### config.mk
export PLATFORM = sky130hd
export DESIGN_NAME = hazard_ctrl_flat
export DESIGN_NICKNAME = d
export VERILOG_FILES = /design/src/rtl/hazard_ctrl_pkg.sv /design/src/rtl/hazard_ctrl_if.sv /design/src/rtl/hazard_ctrl_load_use_detect.sv /design/src/rtl/hazard_ctrl.sv /design/src/flat_wrapper.sv
export SDC_FILE = /design/constraint.sdc
export NUM_CORES = 1
export LEC_CHECK = 0
export BUFFER_PORTS_ARGS = -buffer_cell sky130_fd_sc_hd__buf_2
export CORE_ASPECT_RATIO = 0.6
export CORE_MARGIN = 4
export CORE_UTILIZATION = 40
export DETAILED_ROUTE_END_ITERATION = 8
export HOLD_SLACK_MARGIN = 0.15
export RECOVER_POWER = 100
export SETUP_SLACK_MARGIN = 0.4
export SYNTH_ARGS = -nofsm -noshare
export SYNTH_HDL_FRONTEND = slang
export SYNTH_SLANG_ARGS = --single-unit
### constraint.sdc
create_clock -name i_clk -period 1.8 [get_ports i_clk]
set_input_delay 0.18 -clock i_clk [delete_from_list [all_inputs] [get_ports i_clk]]
set_output_delay 0.18 -clock i_clk [all_outputs]
set_load 0.005 [all_outputs]
### src/rtl/hazard_ctrl_pkg.sv
`default_nettype none
// ============================================================================
// Module      : hazard_pkg
// Description : Shared types and helpers for the pipeline hazard controller.
// Revision    : 1.0 - initial release
// ============================================================================
package hazard_pkg;

    typedef enum logic [1:0] {
        RUN        = 2'd0,
        LOAD_STALL = 2'd1,
        FLUSH      = 2'd2,
        MC_WAIT    = 2'd3
    } hz_state_t;

    localparam int unsigned REG_ZERO = 0;

    // One extra bit so the largest count value always fits.
    function automatic int hz_cnt_width(input int a, input int b, input int c);
        int m;
        m = a;
        if (b > m) m = b;
        if (c > m) m = c;
        return $clog2(m) + 1;
    endfunction

endpackage
`default_nettype wire

### src/rtl/hazard_ctrl_if.sv
`default_nettype none
// ============================================================================
// Module      : hazard_ctrl_if
// Description : Decode/execute hazard inputs and pipeline control outputs.
// Revision    : 1.0 - initial release
// ============================================================================
interface hazard_ctrl_if #(
    parameter int REG_ADDR_W = 5
);
    logic [REG_ADDR_W-1:0] i_id_rs1;
    logic [REG_ADDR_W-1:0] i_id_rs2;
    logic                  i_id_uses_rs1;
    logic                  i_id_uses_rs2;
    logic [REG_ADDR_W-1:0] i_idex_rd;
    logic                  i_idex_mem_read;
    logic                  i_branch_taken;
    logic                  i_mc_start;
    logic                  i_mc_done;
    logic                  o_stall;
    logic                  o_flush;
    logic                  o_mc_abort;
    logic                  o_mc_err;

    modport master (
        output i_id_rs1, i_id_rs2, i_id_uses_rs1, i_id_uses_rs2,
        output i_idex_rd, i_idex_mem_read, i_branch_taken, i_mc_start, i_mc_done,
        input  o_stall, o_flush, o_mc_abort, o_mc_err
    );

    modport slave (
        input  i_id_rs1, i_id_rs2, i_id_uses_rs1, i_id_uses_rs2,
        input  i_idex_rd, i_idex_mem_read, i_branch_taken, i_mc_start, i_mc_done,
        output o_stall, o_flush, o_mc_abort, o_mc_err
    );
endinterface
`default_nettype wire

### src/rtl/hazard_ctrl_load_use_detect.sv
`default_nettype none
// ============================================================================
// Module      : load_use_detect
// Description : Combinational load-use comparator; x0 never hazards.
// Revision    : 1.0 - initial release
// ============================================================================
module load_use_detect
    import hazard_pkg::*;
#(
    parameter int REG_ADDR_W = 5
) (
    input  wire logic [REG_ADDR_W-1:0] i_id_rs1,
    input  wire logic [REG_ADDR_W-1:0] i_id_rs2,
    input  wire logic                  i_id_uses_rs1,
    input  wire logic                  i_id_uses_rs2,
    input  wire logic [REG_ADDR_W-1:0] i_idex_rd,
    input  wire logic                  i_idex_mem_read,
    output logic                       o_load_use
);
    logic w_rd_nonzero;
    logic w_hit_rs1;
    logic w_hit_rs2;

    assign w_rd_nonzero = (i_idex_rd != REG_ADDR_W'(REG_ZERO));
    assign w_hit_rs1    = (i_idex_rd == i_id_rs1) && i_id_uses_rs1;
    assign w_hit_rs2    = (i_idex_rd == i_id_rs2) && i_id_uses_rs2;
    assign o_load_use   = i_idex_mem_read && w_rd_nonzero && (w_hit_rs1 || w_hit_rs2);
endmodule
`default_nettype wire

### src/rtl/hazard_ctrl.sv
`default_nettype none
// ============================================================================
// Module      : hazard_ctrl
// Description : Pipeline stall/flush sequencer with multi-cycle watchdog.
//               Optional HAZARD_STATS_EN adds stall/flush statistics ports.
// Revision    : 1.0 - initial release
// ============================================================================
module hazard_ctrl
    import hazard_pkg::*;
#(
    parameter int REG_ADDR_W        = 5,
    parameter int FLUSH_CYCLES      = 2,
    parameter int LOAD_STALL_CYCLES = 1,
    parameter int MC_TIMEOUT        = 64
) (
    input  wire logic     i_clk,
    input  wire logic     i_rst_n,
    hazard_ctrl_if.slave  bus
`ifdef HAZARD_STATS_EN
    ,
    output logic [31:0]   o_stall_cycles,
    output logic [31:0]   o_flush_events
`endif
);
    localparam int             c_CNT_W       = hz_cnt_width(FLUSH_CYCLES, LOAD_STALL_CYCLES, MC_TIMEOUT);
    localparam logic [1:0]     c_ST_RUN      = RUN;
    localparam logic [1:0]     c_ST_LOAD     = LOAD_STALL;
    localparam logic [1:0]     c_ST_FLUSH    = FLUSH;
    localparam logic [1:0]     c_ST_MC_WAIT  = MC_WAIT;
    localparam logic [c_CNT_W-1:0] c_ONE       = c_CNT_W'(1);
    localparam logic [c_CNT_W-1:0] c_FLUSH_INI = c_CNT_W'(FLUSH_CYCLES - 1);
    localparam logic [c_CNT_W-1:0] c_LOAD_INI  = c_CNT_W'(LOAD_STALL_CYCLES - 1);
    localparam logic [c_CNT_W-1:0] c_MC_LAST   = c_CNT_W'(MC_TIMEOUT - 1);

    logic [1:0]         r_state;
    logic [c_CNT_W-1:0] r_cnt;
    logic               r_mc_err;
    logic [1:0]         w_next_state;
    logic [c_CNT_W-1:0] w_next_cnt;
    logic               w_load_use;
    logic               w_stall;
    logic               w_flush;
    logic               w_abort;
    logic               w_err_set;
    logic               w_flush_entry;

    load_use_detect #(.REG_ADDR_W(REG_ADDR_W)) u_load_use_detect (
        .i_id_rs1        (bus.i_id_rs1),
        .i_id_rs2        (bus.i_id_rs2),
        .i_id_uses_rs1   (bus.i_id_uses_rs1),
        .i_id_uses_rs2   (bus.i_id_uses_rs2),
        .i_idex_rd       (bus.i_idex_rd),
        .i_idex_mem_read (bus.i_idex_mem_read),
        .o_load_use      (w_load_use)
    );

    always_comb begin
        w_next_state  = r_state;
        w_next_cnt    = r_cnt;
        w_stall       = 1'b0;
        w_flush       = 1'b0;
        w_abort       = 1'b0;
        w_err_set     = 1'b0;
        w_flush_entry = 1'b0;
        case (r_state)
            c_ST_RUN: begin
                if (bus.i_branch_taken) begin
                    w_flush_entry = 1'b1;
                end else if (bus.i_mc_start) begin
                    // cnt holds cycles elapsed since the start cycle (cycle 0)
                    w_stall      = 1'b1;
                    w_next_state = c_ST_MC_WAIT;
                    w_next_cnt   = c_ONE;
                end else if (w_load_use) begin
                    w_stall = 1'b1;
                    if (LOAD_STALL_CYCLES > 1) begin
                        w_next_state = c_ST_LOAD;
                        w_next_cnt   = c_LOAD_INI;
                    end
                end
            end
            c_ST_LOAD: begin
                if (bus.i_branch_taken) begin
                    w_flush_entry = 1'b1;
                end else begin
                    w_stall    = 1'b1;
                    w_next_cnt = r_cnt - c_ONE;
                    if (r_cnt == c_ONE) w_next_state = c_ST_RUN;
                end
            end
            c_ST_FLUSH: begin
                w_flush    = 1'b1;
                w_next_cnt = r_cnt - c_ONE;
                if (r_cnt == c_ONE) w_next_state = c_ST_RUN;
            end
            c_ST_MC_WAIT: begin
                w_next_cnt = r_cnt + c_ONE;
                if (bus.i_branch_taken) begin
                    w_abort       = 1'b1;
                    w_flush_entry = 1'b1;
                end else if (bus.i_mc_done) begin
                    w_next_state = c_ST_RUN;
                end else if (r_cnt == c_MC_LAST) begin
                    w_abort      = 1'b1;
                    w_err_set    = 1'b1;
                    w_next_state = c_ST_RUN;
                end else begin
                    w_stall = 1'b1;
                end
            end
            default: w_next_state = c_ST_RUN;
        endcase

        if (w_flush_entry) begin
            w_flush = 1'b1;
            if (FLUSH_CYCLES > 1) begin
                w_next_state = c_ST_FLUSH;
                w_next_cnt   = c_FLUSH_INI;
            end else begin
                w_next_state = c_ST_RUN;
            end
        end
    end

    always_ff @(posedge i_clk or negedge i_rst_n) begin
        if (!i_rst_n) begin
            r_state  <= c_ST_RUN;
            r_cnt    <= '0;
            r_mc_err <= 1'b0;
        end else begin
            r_state  <= w_next_state;
            r_cnt    <= w_next_cnt;
            r_mc_err <= w_err_set;
        end
    end

    // Gated by reset so a hazard input cannot leak through while held in reset.
    assign bus.o_stall    = w_stall & i_rst_n;
    assign bus.o_flush    = w_flush & i_rst_n;
    assign bus.o_mc_abort = w_abort & i_rst_n;
    assign bus.o_mc_err   = r_mc_err;

`ifdef HAZARD_STATS_EN
    logic [31:0] r_stall_cycles;
    logic [31:0] r_flush_events;

    always_ff @(posedge i_clk or negedge i_rst_n) begin
        if (!i_rst_n) begin
            r_stall_cycles <= '0;
            r_flush_events <= '0;
        end else begin
            if (w_stall && (r_stall_cycles != '1))
                r_stall_cycles <= r_stall_cycles + 32'd1;
            if (w_flush_entry && (r_flush_events != '1))
                r_flush_events <= r_flush_events + 32'd1;
        end
    end

    assign o_stall_cycles = r_stall_cycles;
    assign o_flush_events = r_flush_events;
`endif
endmodule
`default_nettype wire

### src/flat_wrapper.sv
// flat-port wrapper written by rule: the top's interface ports become plain ports
module hazard_ctrl_flat import hazard_pkg::*;
#(
    parameter int REG_ADDR_W        = 5,
    parameter int FLUSH_CYCLES      = 2,
    parameter int LOAD_STALL_CYCLES = 1,
    parameter int MC_TIMEOUT        = 64
)
  (i_clk, i_rst_n, bus_i_id_rs1, bus_i_id_rs2, bus_i_id_uses_rs1, bus_i_id_uses_rs2, bus_i_idex_rd, bus_i_idex_mem_read, bus_i_branch_taken, bus_i_mc_start, bus_i_mc_done, bus_o_stall, bus_o_flush, bus_o_mc_abort, bus_o_mc_err);
  hazard_ctrl_if #(.REG_ADDR_W(REG_ADDR_W)) bus_i ();
  input  wire logic i_clk;
  input  wire logic i_rst_n;
  input wire logic [$bits(bus_i.i_id_rs1)-1:0] bus_i_id_rs1;
  input wire logic [$bits(bus_i.i_id_rs2)-1:0] bus_i_id_rs2;
  input wire logic [$bits(bus_i.i_id_uses_rs1)-1:0] bus_i_id_uses_rs1;
  input wire logic [$bits(bus_i.i_id_uses_rs2)-1:0] bus_i_id_uses_rs2;
  input wire logic [$bits(bus_i.i_idex_rd)-1:0] bus_i_idex_rd;
  input wire logic [$bits(bus_i.i_idex_mem_read)-1:0] bus_i_idex_mem_read;
  input wire logic [$bits(bus_i.i_branch_taken)-1:0] bus_i_branch_taken;
  input wire logic [$bits(bus_i.i_mc_start)-1:0] bus_i_mc_start;
  input wire logic [$bits(bus_i.i_mc_done)-1:0] bus_i_mc_done;
  output wire logic [$bits(bus_i.o_stall)-1:0] bus_o_stall;
  output wire logic [$bits(bus_i.o_flush)-1:0] bus_o_flush;
  output wire logic [$bits(bus_i.o_mc_abort)-1:0] bus_o_mc_abort;
  output wire logic [$bits(bus_i.o_mc_err)-1:0] bus_o_mc_err;
  assign bus_i.i_id_rs1 = bus_i_id_rs1;
  assign bus_i.i_id_rs2 = bus_i_id_rs2;
  assign bus_i.i_id_uses_rs1 = bus_i_id_uses_rs1;
  assign bus_i.i_id_uses_rs2 = bus_i_id_uses_rs2;
  assign bus_i.i_idex_rd = bus_i_idex_rd;
  assign bus_i.i_idex_mem_read = bus_i_idex_mem_read;
  assign bus_i.i_branch_taken = bus_i_branch_taken;
  assign bus_i.i_mc_start = bus_i_mc_start;
  assign bus_i.i_mc_done = bus_i_mc_done;
  assign bus_o_stall = bus_i.o_stall;
  assign bus_o_flush = bus_i.o_flush;
  assign bus_o_mc_abort = bus_i.o_mc_abort;
  assign bus_o_mc_err = bus_i.o_mc_err;
  hazard_ctrl #(.REG_ADDR_W(REG_ADDR_W), .FLUSH_CYCLES(FLUSH_CYCLES), .LOAD_STALL_CYCLES(LOAD_STALL_CYCLES), .MC_TIMEOUT(MC_TIMEOUT)) u_core (.i_clk(i_clk), .i_rst_n(i_rst_n), .bus(bus_i));
endmodule
**Word level (Yosys, flattened, before mapping)**

Index checks and enable logic that the tools add are counted.

- Flip-flop bits (word level): 10
- Output and inout bits: 4

- Mux-type cells: 32
- Reductions and logical operators: 10
- Add/subtract/negate cells: 2
- Equality and inequality tests: 12
- Bitwise operators: 3

Operators with widths:

| operator | count |
|---|---|
| 2-to-1 mux 7 bit | 4 |
| one-hot mux 7 bit (4 select lines) | 1 |
| 2-to-1 mux 1 bit | 17 |
| 2-to-1 mux 2 bit | 8 |
| != test 3 x 2 -> 1 bit, second input constant | 4 |
| equality test 5 bit | 2 |
| one-hot mux 2 bit (4 select lines) | 1 |
| adder 7 x 1 -> 7 bit, second input constant | 1 |
| equality test 7 x 1 -> 1 bit, second input constant | 1 |
| equality test 7 x 6 -> 1 bit, second input constant | 1 |
| subtractor 7 x 1 -> 7 bit, second input constant | 1 |
| AND reduction 5 bit | 1 |
| nonzero test 5 bit | 1 |
| equality test 2 bit, second input constant | 2 |
| logical AND 1 bit | 4 |
| != test 4 x 2 -> 1 bit, second input constant | 1 |
| bitwise AND 1 bit | 3 |
| one-hot mux 1 bit (3 select lines) | 1 |
| AND reduction 3 bit | 1 |
| OR reduction 3 bit | 1 |
| equality test 2 x 1 -> 1 bit, second input constant | 1 |
| zero test 2 bit | 1 |
| logical OR 1 bit | 1 |

**Logic depth before layout (Yosys ltp)**

- Depth after elaboration: 9
- Gate-level depth with buffers: 8
- Gate-level depth less buffers: 7

**Hierarchy**

Synthesis repeated with hierarchy kept, for this count alone.

- Cells, all modules: 122
- Area, all modules: 1026.0 um^2

Modules (own cells, without submodules):

| module | sequential area each (um^2) | area each (um^2) | instances | cells an instance |
|---|---|---|---|---|
| hazard_ctrl | 250.2 | 892.1 | 1 | 105 |
| load_use_detect | 0.0 | 133.9 | 1 | 17 |

**Worst setup path before layout**

Ideal clock, no wire load.

- Path kind: reg-to-output
- Start point: reg u_core.r_cnt[0]
- End point: out bus_o_stall
- Required time: 1.620 ns
- Slack: 0.150 ns
- Cell stages (with the launch flop): 6
- Path buffers: 0
- Arrival: 1.470 ns
- Cells stage by stage: dfrtp_1 > ha_1 > nand3_2 > or3_1 > a221oi_2 > a21oi_1

- Cells in the longest elaborated chain, start to end: 6

RTL lines:

| what | RTL line | text |
|---|---|---|
| from (decl) | hazard_ctrl.sv:36 | `logic [c_CNT_W-1:0] r_cnt;` |
| from (signal assigned) | hazard_ctrl.sv:132 | `r_cnt <= w_next_cnt;` |
| equality test 7 x 6 -> 1 bit | hazard_ctrl.sv:103 | `end else if (r_cnt == c_MC_LAST) begin` |
| 2-to-1 mux 1 bit | hazard_ctrl.sv:103 |  |
| 2-to-1 mux 1 bit | hazard_ctrl.sv:101 | `end else if (bus.i_mc_done) begin` |
| 2-to-1 mux 1 bit | hazard_ctrl.sv:98 | `if (bus.i_branch_taken) begin` |
| one-hot mux 1 bit (3 select lines) | hazard_ctrl.sv:65 | `case (r_state)` |
| bitwise AND 1 bit | hazard_ctrl.sv:138 | `assign bus.o_stall = w_stall & i_rst_n;` |
| to (decl) | flat_wrapper.sv:22 | `output wire logic [$bits(bus_i.o_stall)-1:0] bus_o_stall;` |

Every way passes these cells.

**Worst setup path after layout**

- Start point: reg u_core.r_cnt[1]
- End point: out bus_o_stall

Same word-level chain as after synthesis.

==> flow_summary.json <==
{
  "status": "finished, violations left",
  "failed_checks": "negative setup slack",
  "synth_top_family_by_area": "simple AND/OR/NAND/NOR gates",
  "clk_pin_slew_worst_paths_ps": 50,
  "yosys.area_share.simple_pct": 24.3,
  "ys_top_cells_by_area": "dfrtp_1, ha_1, xor2_1",
  "io_pins": 27,
  "firstDrtPassIters": 4,
  "vias_per_cell": 5.48,
  "path_class": "flip-flop to output port",
  "final_layout_size_suffix_gt1_share_pct": 50.3,
  "fin_crit_sh_pct": 101,
  "setup_slack_ps": -16.3,
  "synthArstFlopShare_pct": 100,
  "slew_viol_final": 0,
  "cellPowerDensity_nw_per_um2": 1460,
  "grt_pass1_vias": 947,
  "cp_max_fo": 3,
  "cp-end-kind": "output port",
  "netlist_area_sq_um": 1030,
  "vias": 1068,
  "maxCapViolCount": 0,
  "min_path_type": "primary input to flip-flop",
  "coreArea_sq_um": 2310,
  "area_growth_pct": 47.7,
  "cts_made_buffers": 3,
  "initial_core_util_pct": 44.7,
  "start_kind": "flip-flop",
  "postPlaceCellArea_sq_um": 1250,
  "hold_violations": 0,
  "dp_hpwl_um": 2160,
  "dieArea_sq_um": 3490,
  "ys.flop_type": "dfrtp_1",
  "synthDistinctLibCells": 38,
  "finalClockSkew_ps": 1.04,
  "synth_adder_area_share_pct": 9.69,
  "synth_compound_area_share_pct": 22.2,
  "die_h_um": 47.4,
  "gp_congestion": 0.838,
  "syn_inst": 122,
  "synth_top_area_cell": "dfrtp_1",
  "synth_edf_count": 0,
  "diodes": 0,
  "relSlewSlack_pct": 66.8,
  "cts_tree": "done",
  "synth_mux_area_share_pct": 0.969,
  "clock_latency_ps": 240,
  "overflow": 0,
  "drc": 0,
  "fmax_mhz": 551,
  "antenna_found_initial": 0,
  "max-vdd-ir-drop_mv": 1.32,
  "clock_path_buffers": 2,
  "setup_viol": 1,
  "ys_warn_count": 0,
  "finalWirelength_um": 3060,
  "post-route-min-period_ps": 1820,
  "avgSynthCellArea_sq_um": 8.47,
  "cts_root_buffer": "clkbuf_8",
  "power.leakage_nw": 0.702,
  "std_cell_rows": 13,
  "worstMarginPinSlew_ps": 497,
  "rsz0062_at_grt": "yes",
  "grt_max_degree": 12,
  "dp.cells": 179,
  "instances_no_fill": 195,
  "antenna_left": 0,
  "grt_pass1_wl_um": 4770,
  "cts_max_level": 1,
  "crit_required_ps": 1620,
  "grt_usage_pct": 18.8,
  "crit_arrival_ps": 1640,
  "ys_seq_elements": 10,
  "tns_ps": -16.3,
  "pre_cts_slack_ps": 174,
  "nets": 197,
  "first_iter_violations": 60,
  "synth-xor-area-share_pct": 12.7,
  "chipWidth_um": 73.6,
  "wl_per_cell_um": 15.7,
  "portBuffers": 26,
  "ys_seq_area_share_pct": 24.2,
  "synthesis.nets": 153,
  "postLayoutCellArea_sq_um": 1530,
  "numClockSinks": 10,
  "netlist.area_leader.share_pct": 24.2
}
==> cells by family after synthesis <==
logic type | count (synthesis)
fa+ha+maj | 8
buf+inv | 11
simple gates | 44
compound gates | 33
mux | 1
xor+xnor | 15
flops | 10
==> metrics by stage <==
stage / util [%] / total power (W) / hold slack (ps)
detailed placement: 54.3 / 0.00155 / 82.0
CTS: 63.2 / 0.00207 / 246
global placement: 54.3 / 0.00153 / 76.9
floorplan: - / 0.00128 / -116
global route: 66.1 / 0.00237 / 272
finish: 66.1 / 0.00222 / 252
==> critical path, stage by stage, from the launching register on <==
cell	delay, ps
dfrtp_1	390
ha_4	170
nand3_4	60
or3_4	350
a221oi_2	220
a21oi_1	90
buf_2	130
==> state kept, by name, summed over array words and instances (netlist names) <==
register	cells
u_core.r_cnt	7
u_core.bus.o_mc_err	1
u_core.r_state	2
==> cells in the mapped netlist (2+ instances only) <==
cell type / n
clkbuf_1: 2
a21oi_1: 4
nor2_1: 7
nand2_1: 14
a221oi_1: 2
nor4b_2: 2
xor2_1: 11
o21ai_1: 8
and3_1: 3
nor3b_1: 3
a21o_1: 2
nor4_1: 3
dfrtp_1: 10
o21ai_0: 6
ha_1: 8
nand3_1: 4
xnor2_1: 4
inv_1: 5
a22oi_1: 3
buf_6: 2
nor2b_1: 2
==> report_power, final <==
part	switching (W)	internal [W]	total [W]
Sequential	0.0000929	0.000302	0.000395
Clock	0.0000878	0.000192	0.000280
Combinational	0.000784	0.000763	0.00155
Total	0.000964	0.00126	0.00222
==> path summary, 6_finish.rpt <==
path | start | to | slack [ps] | depth (start not counted)
setup / recovery | u_core.r_cnt[1]$_DFFE_PN0P_ | bus_o_stall | -20 | 6
hold / removal | bus_i_branch_taken | u_core.bus.o_mc_err$_DFF_PN0_ | 250 | 2
setup reg to reg | u_core.r_cnt[1]$_DFFE_PN0P_ | u_core.r_state[0]$_DFFE_PN0P_ | 120 | 7
hold reg to reg | u_core.r_cnt[5]$_DFFE_PN0P_ | u_core.r_cnt[5]$_DFFE_PN0P_ | 590 | 2
max in group asynchronous | i_rst_n | u_core.r_state[0]$_DFFE_PN0P_ | 790 | 2
min in group asynchronous | i_rst_n | u_core.r_cnt[3]$_DFFE_PN0P_ | 650 | 2
==> final cells by class <==
| class | instances | area [sq um] |
|---|---|---|
| multi-input cells | 101 | 865 |
| fillers | 190 | 783 |
| repair buffers | 45 | 293 |
| flip-flops and latches | 10 | 258 |
| clock buffers | 4 | 55.1 |
| well taps | 30 | 37.5 |
| inverters | 5 | 18.8 |
==> metal layers <==
| metal | global-route usage, % | routed length [um] | vias up |
|---|---|---|---|
| met5 | 0 | 0 | - |
| li1 | - | - | 525 |
| met4 | 4.33 | 19 | 0 |
| met1 | 26.6 | 1510 | 510 |
| met2 | 27.6 | 1300 | 31 |
| met3 | 6.62 | 231 | 2 |
==> cells in the final DEF, fill, tap and decap left out, drive strengths merged, types with 5 or more instances in the layout <==
cell	count
clkbuf	5
dfrtp	10
nor2	7
nand2	14
nand3	5
xor2	11
ha	8
o21ai	14
buf	43
inv	5
==> timing repair <==
| action | 4_1_cts | 5_1_grt |
|---|---|---|
| endpoints found under the setup margin | 12 | 13 |
| resized for setup | 19 | 14 |
| hold buffers | 1 | 0 |
| hold endpoints to repair | 10 | 0 |
| buffers inserted | 8 | 3 |
| cloned | 0 | 0 |
| pin swaps | 12 | 7 |
(Power assumes the default switching activity.)
